**config.mk**
```make
export PLATFORM = sky130hd
export DESIGN_NAME = seq_pattern_tx_flat
export DESIGN_NICKNAME = d
export VERILOG_FILES = /design/src/rtl/seq_pattern_tx_if.sv /design/src/rtl/seq_pattern_tx.sv /design/src/flat_wrapper.sv
export SDC_FILE = /design/constraint.sdc
export NUM_CORES = 1
export LEC_CHECK = 0
export CORE_MARGIN = 5
export CORE_UTILIZATION = 33
export CTS_CLUSTER_SIZE = 25
export DETAILED_ROUTE_END_ITERATION = 10
export PLACE_DENSITY_LB_ADDON = 0.2
export RECOVER_POWER = 25
export SYNTH_ARGS = -nofsm -noshare
export SYNTH_HDL_FRONTEND = slang
export SYNTH_SLANG_ARGS = --single-unit
```
**constraint.sdc**
```tcl
create_clock -name clk -period 2 [get_ports clk]
set_input_delay 0.4 -clock clk [delete_from_list [all_inputs] [get_ports clk]]
set_output_delay 0.4 -clock clk [all_outputs]
set_load 0.03 [all_outputs]
```
**src/rtl/seq_pattern_tx_if.sv**
```systemverilog
// Load handshake and serial line bundle for seq_pattern_tx.
// master = word producer side, slave = the transmitter.
interface seq_pattern_tx_if #(
  parameter int DATA_W = 8
);
  logic              load_valid;
  logic [DATA_W-1:0] load_data;
  logic              load_ready;
  logic              out;
  logic              out_valid;
  logic              busy;
  logic              done;

  modport master (
    output load_valid, load_data,
    input  load_ready, out, out_valid, busy, done
  );

  modport slave (
    input  load_valid, load_data,
    output load_ready, out, out_valid, busy, done
  );
endinterface

```
**src/rtl/seq_pattern_tx.sv**
```systemverilog
// Serial frame transmitter: SYNC pattern then data word MSB-first on a line that idles high.
// Define SEQ_PATTERN_TX_PARITY_EN to append one even-parity bit after the data.
module seq_pattern_tx #(
  parameter int              DATA_W = 8,
  parameter int              SYNC_W = 4,
  parameter logic [SYNC_W-1:0] SYNC = 4'b0110
) (
  input  logic             clk,
  input  logic             rst_n,
  seq_pattern_tx_if.slave  link
);

  localparam int MAX_W = (DATA_W > SYNC_W) ? DATA_W : SYNC_W;
  localparam int CNT_W = $clog2(MAX_W) + 1;

`ifdef SEQ_PATTERN_TX_PARITY_EN
  typedef enum logic [1:0] {ST_IDLE, ST_SYNC, ST_DATA, ST_PAR} state_t;
`else
  typedef enum logic [1:0] {ST_IDLE, ST_SYNC, ST_DATA} state_t;
`endif

  state_t            state;
  logic [DATA_W-1:0] dataSh;
  logic [SYNC_W-1:0] syncSh;
  logic [CNT_W-1:0]  bitCnt;
  logic              outReg;
  logic              outValidReg;
  logic              busyReg;
  logic              doneReg;
  logic              readyReg;
`ifdef SEQ_PATTERN_TX_PARITY_EN
  logic              parBit;
`endif

  // bitCnt holds the number of bits still to send in the current state after the one on the line.
  always_ff @(posedge clk or negedge rst_n) begin
    if (!rst_n) begin
      state       <= ST_IDLE;
      dataSh      <= '0;
      syncSh      <= '0;
      bitCnt      <= '0;
      outReg      <= 1'b1;
      outValidReg <= 1'b0;
      busyReg     <= 1'b0;
      doneReg     <= 1'b0;
      readyReg    <= 1'b1;
`ifdef SEQ_PATTERN_TX_PARITY_EN
      parBit      <= 1'b0;
`endif
    end else begin
      doneReg <= 1'b0;
      case (state)
        ST_IDLE: begin
          outReg      <= 1'b1;
          outValidReg <= 1'b0;
          busyReg     <= 1'b0;
          readyReg    <= 1'b1;
          if (link.load_valid) begin
            state       <= ST_SYNC;
            dataSh      <= link.load_data;
            syncSh      <= SYNC << 1;
            bitCnt      <= CNT_W'(SYNC_W - 1);
            outReg      <= SYNC[SYNC_W-1];
            outValidReg <= 1'b1;
            busyReg     <= 1'b1;
            readyReg    <= 1'b0;
`ifdef SEQ_PATTERN_TX_PARITY_EN
            parBit      <= ^link.load_data;
`endif
          end
        end

        ST_SYNC: begin
          if (bitCnt == '0) begin
            state  <= ST_DATA;
            outReg <= dataSh[DATA_W-1];
            dataSh <= dataSh << 1;
            bitCnt <= CNT_W'(DATA_W - 1);
          end else begin
            outReg <= syncSh[SYNC_W-1];
            syncSh <= syncSh << 1;
            bitCnt <= bitCnt - 1'b1;
          end
        end

        ST_DATA: begin
          if (bitCnt == '0) begin
`ifdef SEQ_PATTERN_TX_PARITY_EN
            state  <= ST_PAR;
            outReg <= parBit;
`else
            state       <= ST_IDLE;
            outReg      <= 1'b1;
            outValidReg <= 1'b0;
            busyReg     <= 1'b0;
            doneReg     <= 1'b1;
            readyReg    <= 1'b1;
`endif
          end else begin
            outReg <= dataSh[DATA_W-1];
            dataSh <= dataSh << 1;
            bitCnt <= bitCnt - 1'b1;
          end
        end

`ifdef SEQ_PATTERN_TX_PARITY_EN
        ST_PAR: begin
          state       <= ST_IDLE;
          outReg      <= 1'b1;
          outValidReg <= 1'b0;
          busyReg     <= 1'b0;
          doneReg     <= 1'b1;
          readyReg    <= 1'b1;
        end
`endif

        default: begin
          state       <= ST_IDLE;
          outReg      <= 1'b1;
          outValidReg <= 1'b0;
          busyReg     <= 1'b0;
          readyReg    <= 1'b1;
        end
      endcase
    end
  end

  assign link.out        = outReg;
  assign link.out_valid  = outValidReg;
  assign link.busy       = busyReg;
  assign link.done       = doneReg;
  assign link.load_ready = readyReg;

endmodule

```
**src/flat_wrapper.sv**
```systemverilog
// flat-port wrapper written by rule: the top's interface ports become plain ports
module seq_pattern_tx_flat 
#(
  parameter int              DATA_W = 8,
  parameter int              SYNC_W = 4,
  parameter logic [SYNC_W-1:0] SYNC = 4'b0110
)
  (clk, rst_n, link_load_valid, link_load_data, link_load_ready, link_out, link_out_valid, link_busy, link_done);
  seq_pattern_tx_if #(.DATA_W(DATA_W)) link_i ();
  input  logic clk;
  input  logic rst_n;
  input wire logic [$bits(link_i.load_valid)-1:0] link_load_valid;
  input wire logic [$bits(link_i.load_data)-1:0] link_load_data;
  output wire logic [$bits(link_i.load_ready)-1:0] link_load_ready;
  output wire logic [$bits(link_i.out)-1:0] link_out;
  output wire logic [$bits(link_i.out_valid)-1:0] link_out_valid;
  output wire logic [$bits(link_i.busy)-1:0] link_busy;
  output wire logic [$bits(link_i.done)-1:0] link_done;
  assign link_i.load_valid = link_load_valid;
  assign link_i.load_data = link_load_data;
  assign link_load_ready = link_i.load_ready;
  assign link_out = link_i.out;
  assign link_out_valid = link_i.out_valid;
  assign link_busy = link_i.busy;
  assign link_done = link_i.done;
  seq_pattern_tx #(.DATA_W(DATA_W), .SYNC_W(SYNC_W), .SYNC(SYNC)) u_core (.clk(clk), .rst_n(rst_n), .link(link_i));
endmodule
```
==> results.json, run 1 <==
{
  "p_seq_share_pct": 26.5,
  "p_leak_nw": 0.659,
  "core_region_area_mm2": 0.00331,
  "fin_crit_sh_pct": 97.7,
  "timing_hold_violations_final": 0,
  "p_total_mw": 2.68,
  "worstPathCellList": "inv_1 > ha_2 > or3b_4 > a2111oi_4 > buf_6 > mux2_2",
  "grt_pass1_vias": 867,
  "hp-start": "u_core.link.load_ready$_DFFE_PN1P_",
  "holdWs_ns": 0.475,
  "max-cap-violations": 0,
  "ant_nets": 0,
  "port_buffers": 15,
  "synth.distinct_cells": 30,
  "placed_cell_area_mm2": 0.00140,
  "grt_pass1_wl_um": 3800,
  "cts_root_buffer": "clkbuf_4",
  "place_hpwl_um": 1670,
  "final_max_slew_viol_count": 0,
  "worst-path-buf-inv": 2,
  "max_freq_mhz": 512,
  "io_pins": 16,
  "yosys_warnings": 0,
  "fin_util_pct": 44.6,
  "r2r_start": "u_core.bitCnt[0]$_DFFE_PN0P_",
  "slowest_stage": "dfrtp_1",
  "drt_wl_total_um": 2200,
  "syn_avg_cell_area_um2": 11.4,
  "drive_above_1_share_pct": 29.9,
  "cp_max_fo": 8,
  "p_per_area_mw_per_mm2": 1820,
  "dr.pass1.iters": 4,
  "clock_latency_ns": 0.31,
  "cts_buffer_depth": 2,
  "layout_commonest_cell": "dfrtp_1",
  "vdd_ir_drop_max_v": 0.000723,
  "antennaDiodeCount": 0,
  "via_per_inst": 4.82,
  "cpPeakStageDelay_ns": 0.40,
  "skew_ns": 0.00470,
  "cp-startpoint": "u_core.bitCnt[0]$_DFFE_PN0P_",
  "drcViolationCount": 0,
  "switching_power_uw": 977,
  "swShare_pct": 36.4,
  "antenna_found_initial": 0,
  "die_h_um": 68.3,
  "synth_seq_area_share_pct": 44.9,
  "h-tree-depth": 1,
  "pwr-share-comb_pct": 61.0,
  "reg2reg_depth": 6,
  "gp_routability_congestion": 0.802,
  "cp-start-kind": "flop",
  "tns_ns": 0,
  "synth_top_cell_by_area": "dfrtp_1",
  "final_design_area_no_fill_mm2": 0.00148,
  "crit_required_ns": 2.21,
  "yosys_register_bits": 20,
  "postSynthCellCount": 98,
  "holdCritPathClass": "reg -> reg",
  "wl_per_cell_um": 12.7,
  "fp.dieArea_mm2": 0.00466,
  "setup_slack_ns": 0.0464,
  "status": "finished, final reports clean",
  "rows": 21,
  "grt_max_degree": 21,
  "clockPowerShare_pct": 12.5,
  "relSlewSlack_pct": 24.8,
  "tightest_slew_ns": 1.13,
  "p_int_mw": 1.70,
  "dp.cells": 167,
  "synth_nets": 115,
  "fin_nets": 145,
  "crit_cells": 6,
  "syn2layout_area_growth_pct": 31.7,
  "ys_top_cells_by_area": "dfrtp_1, mux2_2, ha_1",
  "vias": 833,
  "fin_cells": 173,
  "final_cell_mix": "dfrtp_1, clkdlybuf4s50_1, mux2_2",
  "critPathTopFamily": "flip-flops",
  "cts.sinks": 20,
  "dp_slack_ns": 0.0108,
  "rsz0062_at_grt": "true",
  "tritoncts": "yes",
  "cts.clk_slew.worst_paths_ns": 0.12,
  "cp-end-kind": "flop",
  "initial_utilization_pct": 33.8,
  "drt_iter0_markers": 12,
  "cts_made_buffers": 3,
  "die_w_um": 68.3,
  "criticalPathCategory": "reg -> reg",
  "grt_usage_pct": 10.8,
  "fill_cells": 329,
  "grt_overflow": 0,
  "synth_top_area_share_pct": 40.2,
  "setup_violations": 0,
  "final.min_clock_period_ns": 1.95,
  "hold_depth": 2,
  "cp.arrival_ns": 2.16,
  "synth_area_mm2": 0.00112
}
[registers in the layout, indices dropped and copies added (netlist names)]
signal,count
u_core.link.done,1
u_core.link.load_ready,1
u_core.link.out_valid,1
u_core.dataSh,8
u_core.link.out,1
u_core.state,2
u_core.syncSh,2
u_core.bitCnt,4
[final timing paths]
check                                                endpoint  slack (ns)
max in group asynchronous        u_core.dataSh[1]$_DFFE_PN0P_        0.52
setup reg to reg                 u_core.dataSh[0]$_DFFE_PN0P_        0.05
min in group asynchronous        u_core.syncSh[2]$_DFFE_PN0P_        0.82
setup / recovery                 u_core.dataSh[0]$_DFFE_PN0P_        0.05
hold / removal             u_core.link.load_ready$_DFFE_PN1P_        0.48
hold reg to reg            u_core.link.load_ready$_DFFE_PN1P_        0.48
[cells in the mapped netlist]
master	n
a21o_1	3
nor3b_1	3
nor2_1	1
a21oi_1	7
mux2_2	14
a211oi_1	1
nor3_1	4
nand3_1	2
nand4_1	1
inv_1	8
o22a_1	2
dfstp_2	2
nand2b_1	1
a2111oi_4	1
clkbuf_1	3
buf_4	1
ha_1	6
a32o_1	1
dfrtp_1	18
a22o_1	1
or3b_4	1
o21ai_0	3
mux2i_1	3
nor2b_1	3
o211ai_1	3
o21a_1	1
nor4_1	1
o211a_1	1
and4bb_2	1
nand2_1	1
[logic make-up after synthesis]
kind of cell    count (synthesis)  share of synthesized area [%]
compound gates                 24                           16.4
flops                          20                           44.9
simple gates                   19                           10.8
mux                            17                           16.8
buf+inv                        12                           4.36
fa+ha+maj                       6                           6.70
[layout make-up]
| cell class | instances | area (um2) | share of cell area, % |
|---|---|---|---|
| multi-input combinational | 66 | 577 | 39.1 |
| inverter | 8 | 30.0 | 2.04 |
| clock inverter | 1 | 30.0 | 2.04 |
| timing repair buffer | 29 | 255 | 17.3 |
| clock buffer | 3 | 22.5 | 1.53 |
| sequential | 20 | 503 | 34.1 |
| tap | 46 | 57.6 | 3.90 |
[tightest hold or removal path: cells and delay by family (launching register included)]
kind	cells	cell delay [ns]
AOI/OAI and AO/OA	1	0.06
buffers and inverters	1	0.04
DFF	1	0.39
[power by group through the flow]
stage	registers (mW)	clock network, mW	logic [mW]
final	0.712	0.334	1.64
after detailed placement	0.720	0	1.57
after floorplan	0.760	0	1.09
after global placement	0.712	0	1.54
after CTS	0.711	0.347	1.58
after global routing	0.732	0.358	1.81
[repair_timing]
| item | CTS | global route |
|---|---|---|
| endpoints found under the setup margin | 0 | 8 |
| gates resized for setup | 0 | 4 |
| hold buffers | 0 | 0 |
| hold endpoints to repair | 0 | 0 |
| buffers inserted | 0 | 2 |
[layer usage]
layer	share of wire (%)	global-route usage, %	wire, um	vias to the layer above
met5	0	0	0	-
li1	-	-	-	413
met2	47	17.9	1040	18
met4	0.82	2.23	18	0
met1	47	13.5	1040	397
met3	4.9	3.78	107	5
No activity file was read; power rests on OpenSTA's default activity.
==> inputs of run 2 (changes only) <==
CTS_CLUSTER_DIAMETER = 150   (was unset)
==> results of run 2 <==
Final layout, timing and power as in run 1 (identical DEF).
